### src/rtl/temperature_alert_fsm.sv
// temperature_alert_fsm: debounced over/under-temperature alarm with caregiver
// acknowledge, a recovery window before the alarm clears, and an episode counter.
module temperature_alert_fsm #(
   parameter int CONFIRM_COUNT = 4,   // consecutive same-type abnormal samples to alarm
   parameter int CLEAR_COUNT   = 8    // consecutive normal samples to clear
) (
   input  logic       clk,
   input  logic       rst_n,
   input  logic       sample_valid,
   input  logic       temp_high,
   input  logic       temp_low,
   input  logic       alarm_ack,
   output logic       alarm,
   output logic [1:0] alarm_type,
   output logic       alarm_pending,
   output logic [7:0] event_count
);

   typedef enum logic [1:0] {S_IDLE, S_CONFIRM, S_ALARM, S_RECOVER} state_t;

   localparam logic [1:0] T_NONE = 2'b00;
   localparam logic [1:0] T_LOW  = 2'b01;
   localparam logic [1:0] T_HIGH = 2'b10;
   localparam logic [3:0] CONF_N  = 4'(CONFIRM_COUNT);
   localparam logic [3:0] CLEAR_N = 4'(CLEAR_COUNT);

   state_t     state_q, state_d;
   logic [3:0] cnt_q, cnt_d;
   logic [1:0] cand_q, cand_d;        // candidate type while confirming
   logic       ack_seen_q, ack_seen_d;
   logic       alarm_q, alarm_d;
   logic [1:0] alarm_type_q, alarm_type_d;
   logic       pending_q, pending_d;
   logic [7:0] event_count_q, event_count_d;
   logic [1:0] smp_type;

   // high wins when both flags are set
   assign smp_type = temp_high ? T_HIGH : (temp_low ? T_LOW : T_NONE);

   // state and registered outputs
   always_ff @(posedge clk or negedge rst_n) begin
      if (!rst_n) begin
         state_q       <= S_IDLE;
         cnt_q         <= '0;
         cand_q        <= T_NONE;
         ack_seen_q    <= 1'b0;
         alarm_q       <= 1'b0;
         alarm_type_q  <= T_NONE;
         pending_q     <= 1'b0;
         event_count_q <= '0;
      end else begin
         state_q       <= state_d;
         cnt_q         <= cnt_d;
         cand_q        <= cand_d;
         ack_seen_q    <= ack_seen_d;
         alarm_q       <= alarm_d;
         alarm_type_q  <= alarm_type_d;
         pending_q     <= pending_d;
         event_count_q <= event_count_d;
      end
   end

   // next-state and output computation; only valid samples move the FSM
   always_comb begin
      state_d       = state_q;
      cnt_d         = cnt_q;
      cand_d        = cand_q;
      ack_seen_d    = ack_seen_q;
      alarm_type_d  = alarm_type_q;
      event_count_d = event_count_q;

      // ack is only meaningful while the alarm is unacknowledged-in-ALARM
      if (state_q == S_ALARM && alarm_ack)
         ack_seen_d = 1'b1;

      if (sample_valid) begin
         unique case (state_q)
            S_IDLE: begin
               if (smp_type != T_NONE) begin
                  state_d = S_CONFIRM;
                  cand_d  = smp_type;
                  cnt_d   = 4'd1;
               end
            end
            S_CONFIRM: begin
               if (smp_type == T_NONE) begin
                  state_d = S_IDLE;
                  cnt_d   = '0;
                  cand_d  = T_NONE;
               end else if (smp_type == cand_q) begin
                  if (cnt_q + 4'd1 == CONF_N) begin
                     state_d       = S_ALARM;
                     cnt_d         = '0;
                     alarm_type_d  = cand_q;
                     ack_seen_d    = 1'b0;
                     event_count_d = (event_count_q == 8'hFF) ? 8'hFF : event_count_q + 8'd1;
                  end else begin
                     cnt_d = cnt_q + 4'd1;
                  end
               end else begin
                  // opposite abnormal type restarts confirmation
                  cand_d = smp_type;
                  cnt_d  = 4'd1;
               end
            end
            S_ALARM: begin
               if (smp_type == T_NONE) begin
                  if (ack_seen_q || alarm_ack) begin
                     // this normal sample is the first of the clear window
                     if (CLEAR_N == 4'd1) begin
                        state_d      = S_IDLE;
                        cnt_d        = '0;
                        cand_d       = T_NONE;
                        alarm_type_d = T_NONE;
                        ack_seen_d   = 1'b0;
                     end else begin
                        state_d = S_RECOVER;
                        cnt_d   = 4'd1;
                     end
                  end
               end else if (smp_type != alarm_type_q) begin
                  alarm_type_d = smp_type;
                  ack_seen_d   = 1'b0;
               end
            end
            S_RECOVER: begin
               if (smp_type == T_NONE) begin
                  if (cnt_q + 4'd1 == CLEAR_N) begin
                     state_d      = S_IDLE;
                     cnt_d        = '0;
                     cand_d       = T_NONE;
                     alarm_type_d = T_NONE;
                     ack_seen_d   = 1'b0;
                  end else begin
                     cnt_d = cnt_q + 4'd1;
                  end
               end else begin
                  // relapse: same episode, fresh ack needed
                  state_d      = S_ALARM;
                  cnt_d        = '0;
                  alarm_type_d = smp_type;
                  ack_seen_d   = 1'b0;
               end
            end
            default: state_d = S_IDLE;
         endcase
      end

      alarm_d   = (state_d == S_ALARM) || (state_d == S_RECOVER);
      pending_d = (state_d == S_CONFIRM);
   end

   assign alarm         = alarm_q;
   assign alarm_type    = alarm_type_q;
   assign alarm_pending = pending_q;
   assign event_count   = event_count_q;

endmodule

### config.mk
export PLATFORM = sky130hd
export DESIGN_NAME = temperature_alert_fsm
export DESIGN_NICKNAME = d
export VERILOG_FILES = /design/src/rtl/temperature_alert_fsm.sv
export SDC_FILE = /design/constraint.sdc
export NUM_CORES = 1
export LEC_CHECK = 0
export BUFFER_PORTS_ARGS = -buffer_cell sky130_fd_sc_hd__buf_4
export CAP_MARGIN = 20
export CELL_PAD_IN_SITES_DETAIL_PLACEMENT = 0
export CELL_PAD_IN_SITES_GLOBAL_PLACEMENT = 1
export CORE_MARGIN = 4
export CORE_UTILIZATION = 43
export CTS_CLUSTER_DIAMETER = 60
export DETAILED_ROUTE_END_ITERATION = 8
export PLACE_DENSITY = 0.82
export SKIP_CTS_REPAIR_TIMING = 1
export SLEW_MARGIN = 40
export SYNTH_ARGS = -nofsm -noshare
export SYNTH_HDL_FRONTEND = slang
export SYNTH_SLANG_ARGS = --single-unit
### constraint.sdc
create_clock -name clk -period 3.3 [get_ports clk]
set_input_delay 0.66 -clock clk [delete_from_list [all_inputs] [get_ports clk]]
set_output_delay 0.66 -clock clk [all_outputs]
set_load 0.01 [all_outputs]
==> metrics, run 1 <==
status completed; Worst R2R Start cnt_q[1]$_DFFE_PN0P_; Setup-failing EPs final 0; Sink Count 20; fmax 387 MHz; Post-synth top flop dfrtp_1; Async SR Flop Fraction 1.00; Post-synth EDFFs 0; vias in the first global route 1159; Slew @ Worst Pin 0.456 ns; Post-Syn Instances 151; RSZ-0062 raised after global routing no; slowest CP cell or4b_1; Pleak 0.000682 uW; HPWL after detailed placement 2370 um; Cell Area, Synth 1400 um^2; full die area 4220 um^2; most frequent cells in the layout 20 x dfrtp_1, 17 x buf_4, 14 x nand2_1; wire per inst 14.9 um; # DRC 0; GRT Total Usage 0.159; Layout area overhead 13.5%; total power 697 uW; crit path from cnt_q[1]$_DFFE_PN0P_; Clock H-tree levels 1; clk_lat worst skew 0.29 ns; die width 65.0 um; Hold Path Class in -> async; WL final 3100 um; Initial Util 0.453; Initial DRC Count 52; Synthesis Warnings 0; WL met1 1450 um; Placer Congestion 0.813; Layout Nets 174; register area share after synthesis 0.359; Cell Pwr Density 440 nW/um^2; CP Launch Type flip-flop; critical path data required time 3.49 ns; I/O pin total 18; Core Rows 20; worst slew margin relative to its limit 0.695; I/O Buffers 17; Clock transition at path regs 0.12 ns; Mapped Nets 160; met2 WL 1460 um; routed vias/inst 6.01; initial antenna violation count 0; worst vdd ir 0.000301 V; Slew Viols, Final 0; core area 3080 um^2; TritonCTS clock tree built; antenna cells 0; die height 65.0 um; max incr delay on CP 0.66 ns; Unique masters post-synth 52; cell area after layout 1580 um^2; max-cap viol count 0; Final Cycle Share 0.783; Util after Layout 0.515; first-pass GRT wire length 5460 um; total negative slack 0 ns; final hold viol count 0; critical path peak fanout 8; number of buffers created by CTS 3; Period minus WS final 2.58 ns; commonest non-fill, non-tap cell in the layout dfrtp_1; Worst Setup End Kind flip-flop; arrival time at the worst endpoint 2.77 ns; Max Clock Skew 0.000833 ns; share of layout cells above drive strength 1 0.213; router iterations before antenna repair 4; CP bufs+invs 0; via count 1250; Avg Cell Area, Syn 9.24 um^2; grt ovf 0; FF+latch count, synth 20; DRT antenna net count 0; worst-path cell chain ha_1 > nor3b_2 > a41oi_4 > or4b_1 > nor3_2 > mux2_1; family with the most delay on the worst path simple AND/OR/NAND/NOR gates; placed inst area 1530 um^2; met3 WL 125 um; Max Used Layer met4; clk buf depth 2; CP Class reg -> reg; largest net degree at the start of global routing 21; Clock Tree Root clkbuf_4
==> per-stage QoR <==
step                      std cells  hold WS, ns  setup slack, ns
after floorplan                 151        0.364            0.943
after global placement          204        0.477            0.764
after detailed placement        204        0.479            0.720
after CTS                       208        0.227            0.707
after global routing            208        0.220            0.556
final                           208        0.220            0.717
==> routing by layer <==
layer  global-route usage  up-vias
met5                    0        -
met4               0.0422        0
li1                     -      600
met3               0.0295        6
met2                0.257       29
met1                0.217      615
==> area by class of cell <==
cell class / instances / area [um^2]
fill: 289 / 1490
timing repair buffer: 17 / 128
tap: 44 / 55.1
clock inverter: 1 / 30.0
inverter: 9 / 33.8
clock buffer: 3 / 22.5
sequential: 20 / 500
multi-input combinational: 114 / 815
==> report_power, final <==
group | switching [uW] | internal, uW | total, uW
logic | 91.7 | 77.3 | 169
clock network | 77.0 | 123 | 200
registers | 54.5 | 273 | 328
total | 223 | 473 | 697
==> state kept, by name (all words and copies together) (netlist names) <==
name,count
ack_seen_q,1
event_count,8
cnt_q,4
alarm,1
alarm_type,2
cand_q,2
alarm_pending,1
state_q,1
==> final timing paths <==
check	cells after the start	end	slack (ns)
min	1	cnt_q[0]$_DFFE_PN0P_	0.22
max in group asynchronous	1	cand_q[0]$_DFFE_PN0P_	2.87
max reg2reg	6	event_count[7]$_DFFE_PN0P_	0.72
max	6	event_count[7]$_DFFE_PN0P_	0.72
min in group clk	1	ack_seen_q$_DFF_PN0_	0.50
min reg2reg	1	ack_seen_q$_DFF_PN0_	0.50
==> cells by family after synthesis <==
kind of cell,Yosys count,share of synthesized area
AO/OA/AOI/OAI,49,0.259
adder cells (fa/ha/maj),3,0.0269
multiplexers,6,0.0475
AND/OR/NAND/NOR,56,0.250
buffers and inverters,17,0.0574
flip-flops,20,0.359
==> worst reg2reg max path: cells and delay by family, from the launching register on <==
family	cells	cell delay [ns]
AO/OA/AOI/OAI	1	0.10
AND/OR/NAND/NOR	3	1.22
flip-flops	1	0.52
adder cells (fa/ha/maj)	1	0.32
multiplexers	1	0.33
==> cell usage after synthesis (3+ instances only) <==
cell type,n,area share
a21oi_1,9,0.032
a31oi_1,5,0.022
a41oi_1,3,0.019
clkbuf_1,4,0.011
dfrtp_1,20,0.36
ha_1,3,0.027
inv_1,9,0.024
mux2_2,4,0.032
nand2_1,14,0.038
nand2b_1,4,0.018
nand3_1,7,0.025
nand4_1,4,0.018
nor2_1,6,0.016
o2111ai_1,3,0.019
o21ai_0,10,0.036
(Power assumes the default switching activity.)
==> run 2: changes to the inputs <==
Settings changed: CORE_UTILIZATION 43 to 39, PLACE_DENSITY 0.82 to 0.78.
Clock period 3.3 ns to 2.2 ns, I/O delays scaled along.
==> run 2 against run 1 <==
Compared with the run above:
- combinational power is 120% higher
- critical endpoint unchanged
- die area increased by 9.0%
- clock skew rose by 0.0016 ns
- sequential power is 47% higher
- global-route usage rose by 1.1 points
- setup slack lost 0.63 ns
- routed wire length up 15%
- count of clock-buffer cells in the layout is the same
- largest cell class unchanged
- fmax increased by 22%
- power increased by 68%
- register-to-register slack got worse by 0.63 ns
- core utilization rose by 1.4 points
==> metrics, run 2 (synthesis gave the netlist of run 1 again) <==
status completed; Pleak 0.000783 uW (+15%); Worst Setup End Kind flip-flop; GRT Total Usage 0.170 (+0.0110); critical path data required time 2.41 ns (-1.08 ns); fmax 473 MHz (+22%); clk_lat worst skew 0.31 ns (+0.02 ns); antenna cells 0 (unchanged); Cell Pwr Density 654 nW/um^2 (+49%); critical path peak fanout 6 (-2); WL final 3570 um (+15%); Layout Nets 196 (+13%); Hold Path Class in -> reg; die width 67.8 um (+4.4%); # DRC 0 (unchanged); total power 1170 uW (+68%); I/O pin total 18 (unchanged); arrival time at the worst endpoint 2.33 ns (-0.44 ns); worst r2r path cells 6 (unchanged); Reg2Reg Capture Point event_count[7]$_DFFE_PN0P_; Clock H-tree levels 1 (unchanged); most frequent cells in the layout 38 x buf_4, 18 x dfrtp_1, 14 x nand2_1; CP Class reg -> reg; router iterations before antenna repair 4 (unchanged); via count 1314 (+5.1%); core area 3390 um^2 (+10%); initial antenna violation count 0 (unchanged); final hold viol count 0 (unchanged); Slew @ Worst Pin 0.353 ns (-0.103 ns); DRT antenna net count 0 (unchanged); grt ovf 0 (unchanged); largest net degree at the start of global routing 21 (unchanged); Setup-failing EPs final 0 (unchanged); Layout area overhead 28.3%; max reg flops 8 (unchanged); die height 67.8 um (+4.4%); Max Clock Skew 0.00243 ns (+0.00159 ns); worst slew margin relative to its limit 0.761 (+0.0665); Placer Congestion 0.875 (+7.6%); routed vias/inst 5.66 (-5.8%); Util after Layout 0.528 (+0.0136); crit path to event_count[7]$_DFFE_PN0P_; I/O Buffers 17 (unchanged); CP Launch Type flip-flop; HPWL after detailed placement 2650 um (+12%); Clock transition at path regs 0.13 ns (about the same); Reg2Reg Setup Slack 0.09 ns (-0.63 ns); Slew Viols, Final 0 (unchanged); Clock Tree Root clkbuf_4; Worst R2R Start cnt_q[1]$_DFFE_PN0P_; Final Cycle Share 0.961 (+0.179); PnR worst setup slack 0.0851 ns (-0.632 ns); Initial DRC Count 88 (+69%); vias in the first global route 1243 (+7.2%); TritonCTS clock tree built; wire per inst 15.4 um (+3.4%); Initial Util 0.412 (-0.0417); Period minus WS final 2.11 ns (-0.468 ns); worst vdd ir 0.000346 V (+15%); full die area 4600 um^2 (+9.0%); Core Rows 21 (+5.0%); number of buffers created by CTS 3 (unchanged); clk buf depth 2 (unchanged); first-pass GRT wire length 5970 um (+9.4%); Sink Count 20 (unchanged); share of layout cells above drive strength 1 0.333 (+0.120); pre-CTS setup slack 0.0252 ns (-0.695 ns); commonest non-fill, non-tap cell in the layout buf_4; max-cap viol count 0 (unchanged); crit path from cnt_q[1]$_DFFE_PN0P_
-- run 2: changes by cell type in the layout (fill, tap and decap cells not counted), sizes merged --
cell,change
dlygate4sd3,+1
buf,+21
-- run 2: layout make-up --
type                            count  area [um^2]
Clock inverter                      1         30.0
Clock buffer                        3         22.5
Inverter                            9         33.8
Sequential cell                    20          503
Timing Repair Buffer               39          295
Fill cell                         307         1600
Multi-Input combinational cell    114          848
Tap cell                           46         57.6
-- run 2: worst min-delay path by stage --
stage            startpoint              endpoint  depth (start not counted)
2_1_floorplan         rst_n  ack_seen_q$_DFF_PN0_                          0
3_3_place_gp          rst_n  cnt_q[3]$_DFFE_PN0P_                          1
3_5_place_dp          rst_n  cnt_q[3]$_DFFE_PN0P_                          1
4_1_cts               rst_n  cnt_q[3]$_DFFE_PN0P_                          1
5_1_grt        sample_valid  cnt_q[1]$_DFFE_PN0P_                          3
6_report       sample_valid  cnt_q[1]$_DFFE_PN0P_                          3
-- run 2: where the power goes --
group	total (uW)	internal (uW)	switching, uW
sequential	483	414	69.9
clock	316	184	132
combinational	371	190	181
-- run 2: stage by stage --
step | cell area (um^2) | setup TNS (ns) | hold slack [ns] | cells
6_report | 1790 | 0 | 0.461 | 232
2_1_floorplan | 1420 | 0 | 0.144 | 151
3_3_place_gp | 1690 | 0 | 0.334 | 224
3_5_place_dp | 1690 | 0 | 0.344 | 224
4_1_cts | 1740 | 0 | -0.0187 | 228
5_1_grt | 1790 | -0.0144 | 0.452 | 232
-- run 2: per-layer routing --
| layer | wire length [um] | share of wire | up-vias | global-route usage |
|---|---|---|---|---|
| met5 | 0 | 0 | - | 0 |
| met2 | 1600 | 0.45 | 43 | 0.253 |
| met3 | 172 | 0.048 | 8 | 0.0394 |
| li1 | - | - | 641 | - |
| met1 | 1750 | 0.49 | 622 | 0.249 |
| met4 | 50 | 0.014 | 0 | 0.0397 |
-- run 2: critical path: stages, from the launching register on --
cell and delay, ns:
dfrtp_2 0.47, ha_4 0.18, nor3b_4 0.25, a41oi_4 0.05, or4b_4 0.54, nor3_2 0.19, mux2_1 0.33
